File: src/rtl/tiny_eth_pkg.sv
// Shared types and constants for the tiny Ethernet serial transmitter.
package tiny_eth_pkg;

  localparam int NIBBLE_W = 4;

  localparam logic [NIBBLE_W-1:0] PREAMBLE_NIBBLE = 4'b1010;
  localparam logic [NIBBLE_W-1:0] SFD_NIBBLE      = 4'b1011;

  typedef enum logic [2:0] {
    ST_IDLE,
    ST_PREAMBLE,
    ST_SFD,
    ST_DATA,
    ST_IFG
  } tx_state_e;

endpackage

File: src/rtl/tiny_eth_nibble_fifo.sv
// Two-entry FIFO of {last, nibble}; ready stays low until the first edge after reset.
module tiny_eth_nibble_fifo
  import tiny_eth_pkg::*;
(
  input  logic              rx_clk,
  input  logic              rst,
  input  logic              i_push,
  input  logic [NIBBLE_W:0] i_wdata,
  input  logic              i_pop,
  output logic [NIBBLE_W:0] o_rdata,
  output logic              o_empty,
  output logic              o_ready
);

  logic [NIBBLE_W:0] r_mem [0:1];
  logic              r_wptr;
  logic              r_rptr;
  logic [1:0]        r_cnt;
  logic              r_en;
  logic              w_full;
  logic              w_wr;
  logic              w_rd;

  assign w_full  = (r_cnt == 2'd2);
  assign o_empty = (r_cnt == 2'd0);
  assign o_ready = r_en && !w_full;
  assign w_wr    = i_push && o_ready;
  assign w_rd    = i_pop && !o_empty;
  assign o_rdata = r_mem[r_rptr];

  always_ff @(posedge rx_clk or negedge rst) begin
    if (!rst) begin
      r_wptr <= 1'b0;
      r_rptr <= 1'b0;
      r_cnt  <= 2'd0;
      r_en   <= 1'b0;
    end else begin
      r_en <= 1'b1;
      if (w_wr) r_wptr <= ~r_wptr;
      if (w_rd) r_rptr <= ~r_rptr;
      case ({w_wr, w_rd})
        2'b10:   r_cnt <= r_cnt + 2'd1;
        2'b01:   r_cnt <= r_cnt - 2'd1;
        default: r_cnt <= r_cnt;
      endcase
    end
  end

  always_ff @(posedge rx_clk) begin
    if (w_wr) r_mem[r_wptr] <= i_wdata;
  end

endmodule

File: src/rtl/tiny_eth_phy_tx.sv
// Nibble-to-serial Ethernet transmitter: preamble, SFD, data, inter-frame gap.
// Optional TINY_ETH_PHY_TX_UNDERRUN_EN: abort the frame on underrun and drop its remainder.
module tiny_eth_phy_tx
  import tiny_eth_pkg::*;
#(
  parameter int PREAMBLE_NIBBLES = 14,
  parameter int IFG_BITS         = 96
) (
  input  logic       rx_clk,
  input  logic       rst,
  input  logic [3:0] tx_data,
  input  logic       tx_valid,
  input  logic       tx_last,
  output logic       tx_ready,
  output logic       serial_out,
  output logic       line_active,
  output logic       busy
`ifdef TINY_ETH_PHY_TX_UNDERRUN_EN
  ,
  output logic       underrun
`endif
);

  localparam logic [7:0]  NIB_LAST = 8'(PREAMBLE_NIBBLES - 1);
  localparam logic [11:0] IFG_LAST = 12'(IFG_BITS - 1);

  tx_state_e         r_state;
  tx_state_e         w_state_nxt;
  logic [3:0]        r_shift;
  logic [3:0]        w_shift_nxt;
  logic [1:0]        r_bit_cnt;
  logic [1:0]        w_bit_cnt_nxt;
  logic [7:0]        r_nib_cnt;
  logic [7:0]        w_nib_cnt_nxt;
  logic [11:0]       r_ifg_cnt;
  logic [11:0]       w_ifg_cnt_nxt;
  logic              r_cur_last;
  logic              w_cur_last_nxt;
  logic              w_pop;
  logic              w_push;
  logic              w_accept;
  logic              w_empty;
  logic              w_fifo_ready;
  logic              w_boundary;
  logic [NIBBLE_W:0] w_head;

  tiny_eth_nibble_fifo u_fifo (
    .rx_clk  (rx_clk),
    .rst     (rst),
    .i_push  (w_push),
    .i_wdata ({tx_last, tx_data}),
    .i_pop   (w_pop),
    .o_rdata (w_head),
    .o_empty (w_empty),
    .o_ready (w_fifo_ready)
  );

  assign w_accept   = tx_valid && w_fifo_ready;
  assign w_boundary = (r_bit_cnt == 2'd3);

`ifdef TINY_ETH_PHY_TX_UNDERRUN_EN
  logic w_uflow;
  logic r_underrun;
  logic r_drop;

  // The nibble arriving on the underrun edge itself already belongs to the dropped tail.
  assign w_push   = w_accept && !(r_drop || w_uflow);
  assign underrun = r_underrun;

  always_ff @(posedge rx_clk or negedge rst) begin
    if (!rst) begin
      r_underrun <= 1'b0;
      r_drop     <= 1'b0;
    end else begin
      r_underrun <= w_uflow;
      r_drop     <= (r_drop || w_uflow) && !(w_accept && tx_last);
    end
  end
`else
  assign w_push = w_accept;
`endif

  assign tx_ready    = w_fifo_ready;
  assign serial_out  = r_shift[3];
  assign busy        = (r_state != ST_IDLE);
  assign line_active = (r_state == ST_PREAMBLE) || (r_state == ST_SFD) ||
                       (r_state == ST_DATA);

  always_comb begin
    w_state_nxt    = r_state;
    w_shift_nxt    = {r_shift[2:0], 1'b0};
    w_bit_cnt_nxt  = r_bit_cnt + 2'd1;
    w_nib_cnt_nxt  = r_nib_cnt;
    w_ifg_cnt_nxt  = r_ifg_cnt;
    w_cur_last_nxt = r_cur_last;
    w_pop          = 1'b0;
`ifdef TINY_ETH_PHY_TX_UNDERRUN_EN
    w_uflow        = 1'b0;
`endif
    case (r_state)
      ST_IDLE: begin
        w_shift_nxt   = '0;
        w_bit_cnt_nxt = '0;
        if (!w_empty) begin
          w_state_nxt   = ST_PREAMBLE;
          w_shift_nxt   = PREAMBLE_NIBBLE;
          w_nib_cnt_nxt = '0;
        end
      end
      ST_PREAMBLE: begin
        if (w_boundary) begin
          if (r_nib_cnt == NIB_LAST) begin
            w_state_nxt = ST_SFD;
            w_shift_nxt = SFD_NIBBLE;
          end else begin
            w_shift_nxt   = PREAMBLE_NIBBLE;
            w_nib_cnt_nxt = r_nib_cnt + 8'd1;
          end
        end
      end
      ST_SFD: begin
        // The nibble that woke the FSM from IDLE is still at the FIFO head.
        if (w_boundary) begin
          w_pop          = 1'b1;
          w_shift_nxt    = w_head[NIBBLE_W-1:0];
          w_cur_last_nxt = w_head[NIBBLE_W];
          w_state_nxt    = ST_DATA;
        end
      end
      ST_DATA: begin
        if (w_boundary) begin
          if (r_cur_last) begin
            w_state_nxt   = ST_IFG;
            w_shift_nxt   = '0;
            w_ifg_cnt_nxt = '0;
          end else if (!w_empty) begin
            w_pop          = 1'b1;
            w_shift_nxt    = w_head[NIBBLE_W-1:0];
            w_cur_last_nxt = w_head[NIBBLE_W];
          end else begin
`ifdef TINY_ETH_PHY_TX_UNDERRUN_EN
            w_uflow       = 1'b1;
            w_state_nxt   = ST_IFG;
            w_shift_nxt   = '0;
            w_ifg_cnt_nxt = '0;
`else
            // Pad with a zero nibble and keep the line up until data returns.
            w_shift_nxt    = '0;
            w_cur_last_nxt = 1'b0;
`endif
          end
        end
      end
      ST_IFG: begin
        w_shift_nxt   = '0;
        w_bit_cnt_nxt = '0;
        if (r_ifg_cnt == IFG_LAST) begin
          w_state_nxt = ST_IDLE;
        end else begin
          w_ifg_cnt_nxt = r_ifg_cnt + 12'd1;
        end
      end
      default: begin
        w_state_nxt   = ST_IDLE;
        w_shift_nxt   = '0;
        w_bit_cnt_nxt = '0;
      end
    endcase
  end

  always_ff @(posedge rx_clk or negedge rst) begin
    if (!rst) begin
      r_state    <= ST_IDLE;
      r_shift    <= '0;
      r_bit_cnt  <= '0;
      r_nib_cnt  <= '0;
      r_ifg_cnt  <= '0;
      r_cur_last <= 1'b0;
    end else begin
      r_state    <= w_state_nxt;
      r_shift    <= w_shift_nxt;
      r_bit_cnt  <= w_bit_cnt_nxt;
      r_nib_cnt  <= w_nib_cnt_nxt;
      r_ifg_cnt  <= w_ifg_cnt_nxt;
      r_cur_last <= w_cur_last_nxt;
    end
  end

endmodule

File: config.mk
export PLATFORM = sky130hd
export DESIGN_NAME = tiny_eth_phy_tx
export DESIGN_NICKNAME = d
export VERILOG_FILES = /design/src/rtl/tiny_eth_pkg.sv /design/src/rtl/tiny_eth_nibble_fifo.sv /design/src/rtl/tiny_eth_phy_tx.sv
export SDC_FILE = /design/constraint.sdc
export NUM_CORES = 1
export LEC_CHECK = 0
export BUFFER_PORTS_ARGS = -buffer_cell sky130_fd_sc_hd__buf_2
export CAP_MARGIN = 5
export CORE_UTILIZATION = 29
export CTS_CLUSTER_DIAMETER = 150
export DETAILED_ROUTE_END_ITERATION = 12
export PLACE_DENSITY = 0.42
export SETUP_SLACK_MARGIN = 0.15
export SYNTH_ARGS = -nofsm -noshare
export SYNTH_HDL_FRONTEND = slang
export SYNTH_HIERARCHICAL = 1
export SYNTH_SLANG_ARGS = --single-unit
File: constraint.sdc
create_clock -name rx_clk -period 2.3 [get_ports rx_clk]
set_input_delay 0.46 -clock rx_clk [delete_from_list [all_inputs] [get_ports rx_clk]]
set_output_delay 0.46 -clock rx_clk [all_outputs]
set_load 0.05 [all_outputs]
==> results of run 1 <==
## layer usage
metal	vias to the layer above	wire, um	global-route usage [%]
li1	819	-	-
met1	782	2360	17.4
met2	18	2010	19.2
met3	4	107	2.61
met4	0	57	4.70
met5	-	0	0
## metrics by stage
stage,total power (W),hold slack (ps)
floorplan,0.00180,164
global placement,0.00206,423
detailed placement,0.00205,429
CTS,0.00266,107
global route,0.00283,113
finish,0.00262,79.7
## layout by cell type (no fill, tap or decap), drive strengths merged, types with 4 or more instances in the layout
master / Yosys / final
mux2i: 4 / 4
o31ai: 4 / 4
or2: 6 / 6
ha: 5 / 5
xnor2: 4 / 4
mux2: 5 / 5
nand2b: 5 / 5
nand3: 15 / 15
buf: 5 / 18
nor2: 18 / 18
a21oi: 8 / 8
nand2: 18 / 18
and2: 5 / 5
nand4: 4 / 4
inv: 6 / 6
clkbuf: 3 / 5
edfxtp: 10 / 10
o21ai: 13 / 13
nor3: 5 / 5
dfrtp: 35 / 35
or3: 4 / 4
## cells in the mapped netlist (2+ instances only)
cell,count
dfrtp_1,35
nand2_1,18
nor2_1,18
nand3_1,14
o21ai_0,12
edfxtp_1,10
a21oi_1,8
inv_1,6
ha_1,5
mux2_2,5
nand2b_1,5
nor3_1,5
or2_2,5
and2_1,4
buf_2,4
mux2i_1,4
o31ai_1,4
or3_1,4
xnor2_1,4
and3_1,3
clkbuf_1,3
o211ai_1,3
xor2_1,3
nand4_1,2
nand4_2,2
or4_1,2
## power by group through the flow
stage / combinational (W) / sequential [W] / clock [W]
final: 0.000887 / 0.00114 / 0.000593
after global routing: 0.00101 / 0.00117 / 0.000648
after CTS: 0.000905 / 0.00114 / 0.000615
after detailed placement: 0.000902 / 0.00115 / 0
after global placement: 0.000908 / 0.00116 / 0
after floorplan: 0.000673 / 0.00112 / 0
## worst max path at each step
stage,from,to,slack (ps),cells past startpoint
after global routing,r_bit_cnt[0],u_fifo/r_cnt[1],160,8
after global placement,r_bit_cnt[0],u_fifo/r_cnt[1],410,8
after detailed placement,r_bit_cnt[0],u_fifo/r_cnt[1],350,8
after floorplan,r_bit_cnt[0],u_fifo/r_cnt[1],400,8
after CTS,r_state[0],line_active,250,3
final,r_bit_cnt[0],u_fifo/r_cnt[1],330,8
## registers in the layout (all words and copies together) (netlist names)
signal,flops
r_bit_cnt,2
r_nib_cnt,8
u_fifo/r_wptr,1
r_shift,4
u_fifo/r_mem,10
r_state,3
u_fifo/r_en,1
r_ifg_cnt,12
u_fifo/r_cnt,2
r_cur_last,1
u_fifo/r_rptr,1
## layout make-up
| class | instances | area share, % |
|---|---|---|
| clock buffer | 5 | 2.68 |
| clock inverter | 3 | 1.61 |
| inverter | 6 | 0.877 |
| multi-input combinational | 157 | 40.0 |
| sequential | 45 | 45.8 |
| tap | 99 | 4.82 |
| timing repair buffer | 18 | 4.19 |
## cell families (layout without fill, tap and decap cells)
| logic type | count (synthesis) | in the layout | synth area share (%) |
|---|---|---|---|
| adders and majority gates | 5 | 5 | 2.76 |
| and+or+nand+nor | 96 | 96 | 24.0 |
| other | 1 | 1 | 0.165 |
| buffers and inverters | 14 | 32 | 2.87 |
| AOI/OAI and AO/OA | 39 | 39 | 11.4 |
| muxes | 9 | 9 | 4.25 |
| DFF | 45 | 45 | 51.8 |
| xor gates and xnor gates | 7 | 7 | 2.70 |
## critical path: stages, from the launching register on
cell and delay (ps):
dfrtp_1 350, ha_1 160, inv_1 60, or2_2 310
a21oi_1 230, nor2b_2 240, ha_1 270, nor2_1 130
xor2_1 140
## timing repair
action,CTS,global route
resized for setup,0,1
endpoints found under the setup margin,0,1
hold endpoints to repair,0,0
==> reports/metrics.cfg, run 1 <==
[critical_path]
r2r_start=r_bit_cnt[0]
crit_arrival_ps=2190
ff2ff_setup_slack_ps=330
cp-end-kind=flip-flop
r2r_cells=8
crit_required_ps=2520
crit_type=flip-flop to flip-flop
critical_path.max_fanout=3
reg2reg_to=u_fifo/r_cnt[1]
cp-start-kind=flip-flop

[power]
power.net_switching_w=0.000948
irDropWorstVdd_mv=0.299
p_seq_share_pct=43.4
combPwrFrac_pct=33.9
swShare_pct=36.2
clockPowerShare_pct=22.7
p_int_w=0.00167
power_density_mw_per_mm2=1020
leakage_nw=1.07

[finish]
fillCellCount=774
multi_input_area_sq_mm=0.00103
finish.utilization_pct=34.7
n_antenna_cell=0
syn_to_final_growth_pct=13.2
stdcell_area_sq_mm=0.00257
fin_nets=246
regArea_sq_mm=0.00118
final_cells=333
drive_gt1_share_pct=19.2

[clock_network]
clkLatencyLatePin_ps=300
clkTransAtPathRegs_ps=90
clock_sinks=45
post_cts_buffers=0
hold_buffers=0
cts.htree.levels=2
cts_buffers=5
cts_tree=yes
clockBufferDepth=2
cts-root-buf=clkbuf_8

[min_path]
hp-class=input port to asynchronous set/reset pin

[grt]
grt_max_degree=20
grt_pass1_wl_um=8180
grt_antenna_before_repair=0
grt.total_usage_pct=12.6
first_global_vias=1652
grt-ovfl-total=0

[timing]
fmax_mhz=507
period_minus_slack_ps=1970
fin_ws_ps=329
slew_violations=0
finalSetupTns_ps=0
skew_ps=7.12
setup_viol=0
period_share_pct=85.7
rsz0062_at_grt=false
hold_viol=0

[logic_synthesis]
synth-async-reset-ratio_pct=77.8
syn_area_sq_mm=0.00227
syn_inst=216
syn-num-nets=229
synth_area_leader_cell=dfrtp_1
synth_area_per_cell_sq_um=10.5
ys_seq_area_share_pct=51.8
ys_ff_latch=45
yosys.area.top_type_share_pct=38.6
ys.flop_type=dfrtp_1
synth_area_leaders=dfrtp_1 39%, edfxtp_1 13%, nand3_1 3.1%
synthDistinctLibCells=54
ys_warn_count=6
synth-edff-count=10

[floorplanning]
core_area_sq_mm=0.00741
initial_core_util_pct=30.6
dieHeight_um=90.4
die_w_um=90.4
dieArea_sq_mm=0.00818
pin_count=12
rows=31

[placement]
placed_cell_area_sq_mm=0.00246
post-place-cells=325
dp_hpwl_um=3340
post-place-ws_ps=353
place.gp.congestion=0.690
port_buffers=11

[detailed_routing]
wirelength_um=4540
drc_errors=0
via_per_inst=4.87
vias=1623
wire_per_inst_um=13.6
antenna_left=0
dr.pass1.iters=4
initialDrtViolationCount=89

[outcome]
status=finished, final reports clean

[job]
maxCapViolCount=0

No activity file was read; power rests on OpenSTA's default activity.
==> run 2, diff against run 1 <==
--- a/config.mk
+++ b/config.mk
@@ -10,9 +10,9 @@
 export CORE_UTILIZATION = 29
 export CTS_CLUSTER_DIAMETER = 150
 export DETAILED_ROUTE_END_ITERATION = 12
+export MAX_ROUTING_LAYER = met4
 export PLACE_DENSITY = 0.42
 export SETUP_SLACK_MARGIN = 0.15
 export SYNTH_ARGS = -nofsm -noshare
 export SYNTH_HDL_FRONTEND = slang
-export SYNTH_HIERARCHICAL = 1
 export SYNTH_SLANG_ARGS = --single-unit
==> run 2 against run 1 <==
  * Core utilization decreased by 0.64 points
  * Power down 17%
  * Final cell count down 2.1%
  * Die area is the same
  * Via count is 0.55% lower
  * Worst setup slack got worse by 30 ps
  * Critical endpoint is now line_active
  * Largest power group unchanged
==> reports/metrics.cfg, run 2 <==
[outcome]
status=finished, final reports clean

[timing]
hold_viol=0
hold_slack_ps=236
period_minus_slack_ps=2000
maxSlewHeadroom_pct=45.9
period_share_pct=87.0
setup_viol=0
worst_pin_slew_ps=812
finalSetupTns_ps=0
rsz0062_at_grt=false
skew_ps=10.3
fmax_mhz=500
slew_violations=0

[critical_path]
crit_buf_inv=2
r2r_cells=4
path_cells=buf_4 > nor2_1 > nor2_2 > clkbuf_4
ff2ff_setup_slack_ps=320
critical_path.max_fanout=7
crit_arrival_ps=1540
cp-end-kind=output port
cp-start-kind=flip-flop
crit_family=flip-flops
worst_path_largest_cell_delay_ps=460
crit_required_ps=1840
r2r_start=r_state[2]
reg2reg_to=r_ifg_cnt[9]
crit_type=flip-flop to output port
cp_slowest_cell=dfrtp_1

[logic_synthesis]
ys_ff_latch=45
syn_inst=214
yosysMostFrequentCell=dfrtp_1
syn_area_sq_mm=0.00227
synthDistinctLibCells=53
synth-async-reset-ratio_pct=77.8
ys_warn_count=0
synthTopCellsByCount=35 x dfrtp_1, 23 x nand2_1, 13 x a21oi_1
syn-num-nets=227
synth-edff-count=10
yosys.area.top_type_share_pct=38.6
ys_seq_area_share_pct=51.8
synth_area_per_cell_sq_um=10.6
ys.flop_type=dfrtp_1
synth_area_leaders=dfrtp_1 39%, edfxtp_1 13%, nand2_1 3.8%
synth_area_leader_cell=dfrtp_1

[grt]
first_global_vias=1505
grt.total_usage_pct=12.3
grt_pass1_wl_um=7780
grt_antenna_before_repair=0
grt_max_degree=36
grt-ovfl-total=0

[finish]
finish.utilization_pct=34.0
largest_reg_flops=12
final_cell_mix=35 x dfrtp_1, 23 x nand2_1, 13 x a21oi_1
n_antenna_cell=0
reg_top3=r_ifg_cnt: 12 flops, u_fifo.r_mem: 10 flops, r_nib_cnt: 8 flops
syn_to_final_growth_pct=11.1
fin_nets=239
fillCellCount=757
regMostFlops=r_ifg_cnt
layout_commonest_cell=dfrtp_1
drive_gt1_share_pct=14.5

[detailed_routing]
wire_per_inst_um=13.7
wirelength_um=4470
antenna_left=0
via_per_inst=4.95
initialDrtViolationCount=100
dr.pass1.iters=4
vias=1614
drc_errors=0

[clock_network]
clkTransAtPathRegs_ps=90
clockBufferDepth=2
cts.htree.levels=2
hold_buffers=0
cts_tree=yes
clock_sinks=45
cts-root-buf=clkbuf_8
clkLatencyLatePin_ps=300
cts_buffers=5

[floorplanning]
dieArea_sq_mm=0.00818
dieHeight_um=90.4
initial_core_util_pct=30.6
core_area_sq_mm=0.00741
rows=31
pin_count=12
die_w_um=90.4

[power]
irDropWorstVdd_mv=0.312
p_int_w=0.00144
leakage_nw=1.05
combPwrFrac_pct=27.2
p_seq_share_pct=49.1
power.net_switching_w=0.000732
swShare_pct=33.6
power_density_mw_per_mm2=863
clockPowerShare_pct=23.7

[job]
maxCapViolCount=0

[placement]
port_buffers=11
place.gp.congestion=0.774
dp_hpwl_um=3100

[min_path]
hp-class=input port to asynchronous set/reset pin

[run 2: cell type report]
class                           instances  area, sq um  area share, %
Timing Repair Buffer                   16         95.1           3.77
Tap cell                               99          124           4.91
Clock buffer                            8         90.1           3.57
Multi-Input combinational cell        152         1010           40.2
Inverter                                6         22.5          0.893
Sequential cell                        45         1180           46.7
[run 2: worst register-to-register path, delay by kind of cell, from the launching register on]
| kind | cells | cell delay (ps) |
|---|---|---|
| compound gates | 3 | 830 |
| flops | 1 | 540 |
| simple gates | 1 | 530 |
[run 2: kinds of logic after synthesis]
family          synth area share, %
simple gates                   19.8
xor+xnor                       1.93
buf+inv                        3.75
flops                          51.8
fa+ha+maj                      2.76
mux                            4.52
other cells                   0.165
compound gates                 15.2
[run 2: worst max-delay path by stage]
| stage | startpoint | to | slack (ps) | depth (start not counted) |
|---|---|---|---|---|
| floorplan | r_state[1] | line_active | 390 | 3 |
| global placement | r_nib_cnt[1] | r_nib_cnt[1] | 300 | 6 |
| detailed placement | r_nib_cnt[1] | r_nib_cnt[1] | 270 | 6 |
| CTS | r_state[1] | line_active | 200 | 4 |
| global route | r_state[2] | r_ifg_cnt[9] | 170 | 4 |
| finish | r_state[1] | line_active | 300 | 4 |
[run 2: what timing repair did]
| action | CTS | global route |
|---|---|---|
| setup endpoints to repair | 0 | 8 |
| gates resized for setup | 0 | 2 |
| setup buffers | 0 | 2 |
[run 2: metal layers]
metal | track usage, % | part of all wire, %
met5 | - | 0
met4 | 4.44 | 1.5
met3 | 2.61 | 3.0
met2 | 18.1 | 47
met1 | 16.7 | 49
[run 2: power groups by stage]
| stage | combinational, W | clock, W | sequential, W |
|---|---|---|---|
| floorplan | 0.000439 | 0 | 0.00108 |
| global placement | 0.000570 | 0 | 0.00109 |
| detailed placement | 0.000570 | 0 | 0.00109 |
| CTS | 0.000575 | 0.000536 | 0.00107 |
| global route | 0.000675 | 0.000564 | 0.00109 |
| finish | 0.000592 | 0.000516 | 0.00107 |
[run 2: per-stage QoR]
stage               cell area, sq um  setup WS [ps]  total power (W)  cells
finish                          2520            299          0.00218    326
global route                    2520            167          0.00233    326
CTS                             2500            204          0.00218    324
detailed placement              2410            266          0.00166    316
global placement                2410            300          0.00166    316
floorplan                       2270            387          0.00152    214
